**src/rtl/ifu_fetch_ctrl.sv**
```systemverilog
// ifu_fetch_ctrl
//   Multi-cycle instruction fetch stage. Holds the PC, issues one read per
//   instruction on an AXI-lite-style AR/R channel, hands the fetched word
//   (or a fault code) to the IDU over valid/ready, then waits for the next
//   PC from commit before fetching again.
//
// Ports
//   clk, rst                 clock; synchronous active-low reset
//   araddr, arvalid, arready read-address channel (araddr always equals pc)
//   rdata, rresp, rvalid,
//   rready                   read-data channel
//   inst_valid, inst_ready,
//   inst, pc, fault          result to IDU (fault: 00 ok, 01 bus error,
//                            10 misaligned pc, 11 timeout)
//   npc_valid, npc           next PC from commit, accepted only in WAIT_NPC
//   busy                     high in every state except WAIT_NPC
module ifu_fetch_ctrl #(
  parameter logic [31:0] RESET_PC = 32'h8000_0000,
  parameter int          TIMEOUT  = 1024
) (
  input  logic        clk,
  input  logic        rst,
  output logic [31:0] araddr,
  output logic        arvalid,
  input  logic        arready,
  input  logic [31:0] rdata,
  input  logic [1:0]  rresp,
  input  logic        rvalid,
  output logic        rready,
  output logic        inst_valid,
  input  logic        inst_ready,
  output logic [31:0] inst,
  output logic [31:0] pc,
  output logic [1:0]  fault,
  input  logic        npc_valid,
  input  logic [31:0] npc,
  output logic        busy
);

  localparam logic [1:0] S_ADDR     = 2'd0;
  localparam logic [1:0] S_WAIT_R   = 2'd1;
  localparam logic [1:0] S_OUT      = 2'd2;
  localparam logic [1:0] S_WAIT_NPC = 2'd3;

  localparam logic [1:0] F_NONE  = 2'b00;
  localparam logic [1:0] F_BUS   = 2'b01;
  localparam logic [1:0] F_ALIGN = 2'b10;
  localparam logic [1:0] F_TOUT  = 2'b11;

  localparam int                CNT_W    = (TIMEOUT > 2) ? $clog2(TIMEOUT) : 1;
  localparam logic [CNT_W-1:0] CNT_LAST = CNT_W'((TIMEOUT > 0) ? TIMEOUT - 1 : 0);

  logic [1:0]       state;
  logic [CNT_W-1:0] cnt;

  assign araddr = pc;
  assign busy   = (state != S_WAIT_NPC);

  always_ff @(posedge clk) begin
    if (!rst) begin
      state      <= S_ADDR;
      pc         <= RESET_PC;
      cnt        <= '0;
      arvalid    <= 1'b0;
      rready     <= 1'b0;
      inst_valid <= 1'b0;
      inst       <= 32'h0;
      fault      <= F_NONE;
    end else begin
      case (state)
        S_ADDR: begin
          if (pc[1:0] != 2'b00) begin
            // Misaligned PC never touches the bus.
            arvalid    <= 1'b0;
            inst       <= 32'h0;
            fault      <= F_ALIGN;
            inst_valid <= 1'b1;
            state      <= S_OUT;
          end else if (!arvalid) begin
            // Only reached right after reset; entry from WAIT_NPC raises
            // arvalid on the same edge to keep the loop at 4 cycles.
            arvalid <= 1'b1;
          end else if (arready) begin
            arvalid <= 1'b0;
            rready  <= 1'b1;
            cnt     <= '0;
            state   <= S_WAIT_R;
          end
        end
        S_WAIT_R: begin
          if (rvalid) begin
            rready     <= 1'b0;
            inst_valid <= 1'b1;
            state      <= S_OUT;
            if (rresp == 2'b00) begin
              inst  <= rdata;
              fault <= F_NONE;
            end else begin
              inst  <= 32'h0;
              fault <= F_BUS;
            end
          end else if ((TIMEOUT != 0) && (cnt == CNT_LAST)) begin
            // Dropping rready abandons the read; a late rvalid is ignored.
            rready     <= 1'b0;
            inst_valid <= 1'b1;
            inst       <= 32'h0;
            fault      <= F_TOUT;
            state      <= S_OUT;
          end else begin
            cnt <= cnt + 1'b1;
          end
        end
        S_OUT: begin
          if (inst_ready) begin
            inst_valid <= 1'b0;
            state      <= S_WAIT_NPC;
          end
        end
        S_WAIT_NPC: begin
          if (npc_valid) begin
            pc      <= npc;
            arvalid <= (npc[1:0] == 2'b00);
            state   <= S_ADDR;
          end
        end
        default: state <= S_ADDR;
      endcase
    end
  end

endmodule

```
**config.mk**
```make
export PLATFORM = sky130hd
export DESIGN_NAME = ifu_fetch_ctrl
export DESIGN_NICKNAME = d
export VERILOG_FILES = /design/src/rtl/ifu_fetch_ctrl.sv
export SDC_FILE = /design/constraint.sdc
export NUM_CORES = 1
export LEC_CHECK = 0
export ABC_AREA = 0
export BUFFER_PORTS_ARGS = -buffer_cell sky130_fd_sc_hd__buf_2
export CORE_MARGIN = 1.5
export CORE_UTILIZATION = 30
export DETAILED_ROUTE_END_ITERATION = 10
export HOLD_SLACK_MARGIN = 0.05
export SYNTH_ARGS = -nofsm -noshare
export SYNTH_HDL_FRONTEND = slang
export SYNTH_SLANG_ARGS = --single-unit
```
**constraint.sdc**
```tcl
create_clock -name clk -period 2.8 [get_ports clk]
set_clock_uncertainty 0.2 [all_clocks]
set_input_delay 0.56 -clock clk [delete_from_list [all_inputs] [get_ports clk]]
set_output_delay 0.56 -clock clk [all_outputs]
set_load 0.1 [all_outputs]
```
==> summary.txt <==
Power and ir drop
  • Int Power: 2.43 mW
  • Flop pwr share: 31.9%
  • PD cells: 833 mW/mm^2
  • Leak: 2.29 nW
  • Switching pwr: 1.51 mW
  • Combinational share of power: 34.9%
  • Clock share of power: 33.2%
  • Switching portion of total power: 38.3%
  • Peak supply drop: 0.436 mV
  • Tot Pwr: 3.94 mW

Timing
  • Final setup TNS: 0 ps
  • Setup ws final: 579 ps
  • Fin crit share: 79.3%
  • Fin. max-slew vios: 0
  • Unrepaired setup endpoints after global routing: no
  • Maximum clock rate: 0.450 GHz
  • Rel. slew slack: 54.3%
  • Final number of hold-violating endpoints: 0
  • Setup violators final: 0
  • Slew @ Worst Pin: 683 ps
  • Final Critical Period: 2220 ps

Setup path
  • CP Max Fanout: 4
  • Worst reg2reg path depth: 7
  • CP peak stage delay: 440 ps
  • Startpoint types: flop
  • Setup crit end kind: primary output
  • CP required: 2040 ps
  • WP buf/inv: 2
  • Flop2flop setup slack: 690 ps
  • Slowest cell on the critical path: buf_2
  • RR Startpoint: state[0]
  • Critical R2R Capture: state[0]
  • Data arrival time of the worst path: 1460 ps
  • Worst path top cell family by delay: buffers and inverters
  • Worst path cell trace: ha_1, inv_1, buf_2
  • Crit path kind: reg2out

Floorplan
  • Die ar.: 0.0127 sq mm
  • Initial Util: 31.2%
  • Io pins: 174
  • Core area: 0.0116 sq mm
  • Die width: 113 microns
  • Rows: 39
  • Die Y: 113 microns

Routing
  • Avg WL per Cell: 12.8 microns
  • Routed via count: 3369
  • Via-to-Cell Ratio: 4.65
  • Post-route ant nets: 0
  • DR iter-0 viols: 142
  • Residual DRC count: 0
  • 1st-pass router iterations: 5
  • Final WL: 9.27 mm

Clock tree
  • CTS Sinks: 81
  • Root Buffer: clkbuf_16
  • Post-CTS setup buffer count: 0
  • Hold buffer count at CTS: 0
  • H-tree depth: 3
  • CTS clk-pin slew, worst paths: 70 ps
  • Num CTS Buffers: 9
  • CTS tree: built
  • PostCTS Resize Cnt: 0
  • Skew-Pair Late Insertion Delay: 330 ps
  • Clock buffer depth: 2

Layout
  • Nets: 654
  • Most frequent cells in the layout: buf_2, nand2_1, dfxtp_1
  • Share of cells above drive strength 1: 35.9%
  • Fin cells: 725
  • Commonest non-fill, non-tap cell in the layout: buf_2
  • Diode count: 0
  • Design Area, Final: 0.00474 sq mm
  • Area Growth Syn to Fin: 30.7%

Global route
  • Vias in the first global route: 3105
  • Total grt overflow: 0
  • First-pass GRT wire length: 14.6 mm
  • Total GRT Usage: 14.3%
  • Layer with the highest usage: met2
  • Met2 GRT Util: 22.6%
  • Met1 Use GR: 17.6%
  • Antenna violations before repair: 0
  • Met3 GRT Util: 5.41%
  • Largest net degree at the start of global routing: 34

Placement
  • Placement Setup Slack: 629 ps
  • Placed Cells: 709
  • Post-DP Area: 0.00441 sq mm
  • Buffers added on ports: 173
  • Hpwl dp: 6.83 mm
  • Routability cong.: 0.879

Status
  • Status: complete, no violations

Synth
  • Top cell type's share of synthesized area: 44.8%
  • Synthesized Nets: 515
  • Warnings from Yosys: 0
  • Library cells used by synthesis: 44
  • Synthesized cell area: 0.00362 sq mm
  • Sequential area share after synthesis: 44.8%
  • Yosys top cell by area: dfxtp_1
  • Largest cells by area after synthesis: dfxtp_1, nand2_1, mux2i_1
  • Cells after synthesis: 438
  • Number of synthesized flops with an enable pin: 0
  • Ys async rst share: 0%
  • Post-synth top flop: dfxtp_1
  • Mean Syn Cell Area: 8.27 sq um
  • Seq cells post-synth: 81

Job
  • MaxCap Viol Count: 0

Hold path
  • Hold EP: fault[1]
  • Hold WC Path Type: reg2reg
  • Critical hold path startpoint: fault[1]
  • WHS Path Cells: 2
routing by layer:
layer / vias to the layer above / part of all wire [%]
met5: - / 0
met4: 0 / 1.3
met3: 8 / 9.6
met2: 151 / 43
met1: 1497 / 46
li1: 1713 / -
Yosys cell counts (2+ instances only):
cell type,n
a31oi_1,5
nand3_1,7
nor4_1,2
dfxtp_1,81
nor3_1,2
nor2_1,10
or4_1,4
clkbuf_1,10
a211oi_1,2
buf_2,5
ha_1,5
buf_4,35
mux2i_1,32
a21oi_1,45
and2_1,2
o31ai_1,5
nand4_1,3
inv_1,10
nand2_1,141
buf_1,3
o21ai_0,6
power by group through the flow:
| stage | Sequential [mW] | Clock (mW) | Combinational, mW |
|---|---|---|---|
| 2_1_floorplan | 1.59 | 0 | 0.827 |
| 3_3_place_gp | 1.28 | 0 | 1.38 |
| 3_5_place_dp | 1.29 | 0 | 1.38 |
| 4_1_cts | 1.26 | 1.36 | 1.39 |
| 5_1_grt | 1.27 | 1.40 | 1.48 |
| 6_report | 1.26 | 1.31 | 1.38 |
cell families after synthesis:
group	share of synthesized area [%]
buf+inv	10.7
compound gates	11.9
simple gates	22.1
mux	8.84
fa+ha+maj	1.73
flops	44.8
stage by stage:
step	hold WS [ps]	utilization, %
floorplan	252	-
global placement	239	37.9
detailed placement	247	37.9
CTS	241	40.8
global route	252	40.8
finish	255	40.8
worst max-delay path by stage:
| stage | start | end | slack, ps | cells past startpoint |
|---|---|---|---|---|
| 6_report | state[0] | busy | 580 | 3 |
| 5_1_grt | state[1] | cnt[4] | 500 | 6 |
| 4_1_cts | state[0] | busy | 550 | 3 |
| 3_5_place_dp | rvalid | inst[2] | 630 | 6 |
| 3_3_place_gp | state[0] | state[0] | 750 | 7 |
| 2_1_floorplan | arvalid | cnt[8] | 400 | 5 |
sequential cells by signal, summed over array words and instances (netlist names):
register / count
araddr: 32
inst: 32
cnt: 10
fault: 2
state: 2
arvalid: 1
inst_valid: 1
rready: 1
tightest hold or removal path, stage by stage, from the launching register on:
cell	delay, ps
dfxtp_1	310
inv_1	50
a21oi_1	50
area by class of cell:
cell class	count	area (sq um)
repair buffers	182	946
multi-input cells	292	1620
flip-flops and latches	81	1620
fillers	1164	6880
clock buffers	9	225
well taps	143	179
clock inverters	7	106
inverters	11	41.3
No activity file was read; power rests on OpenSTA's default activity.
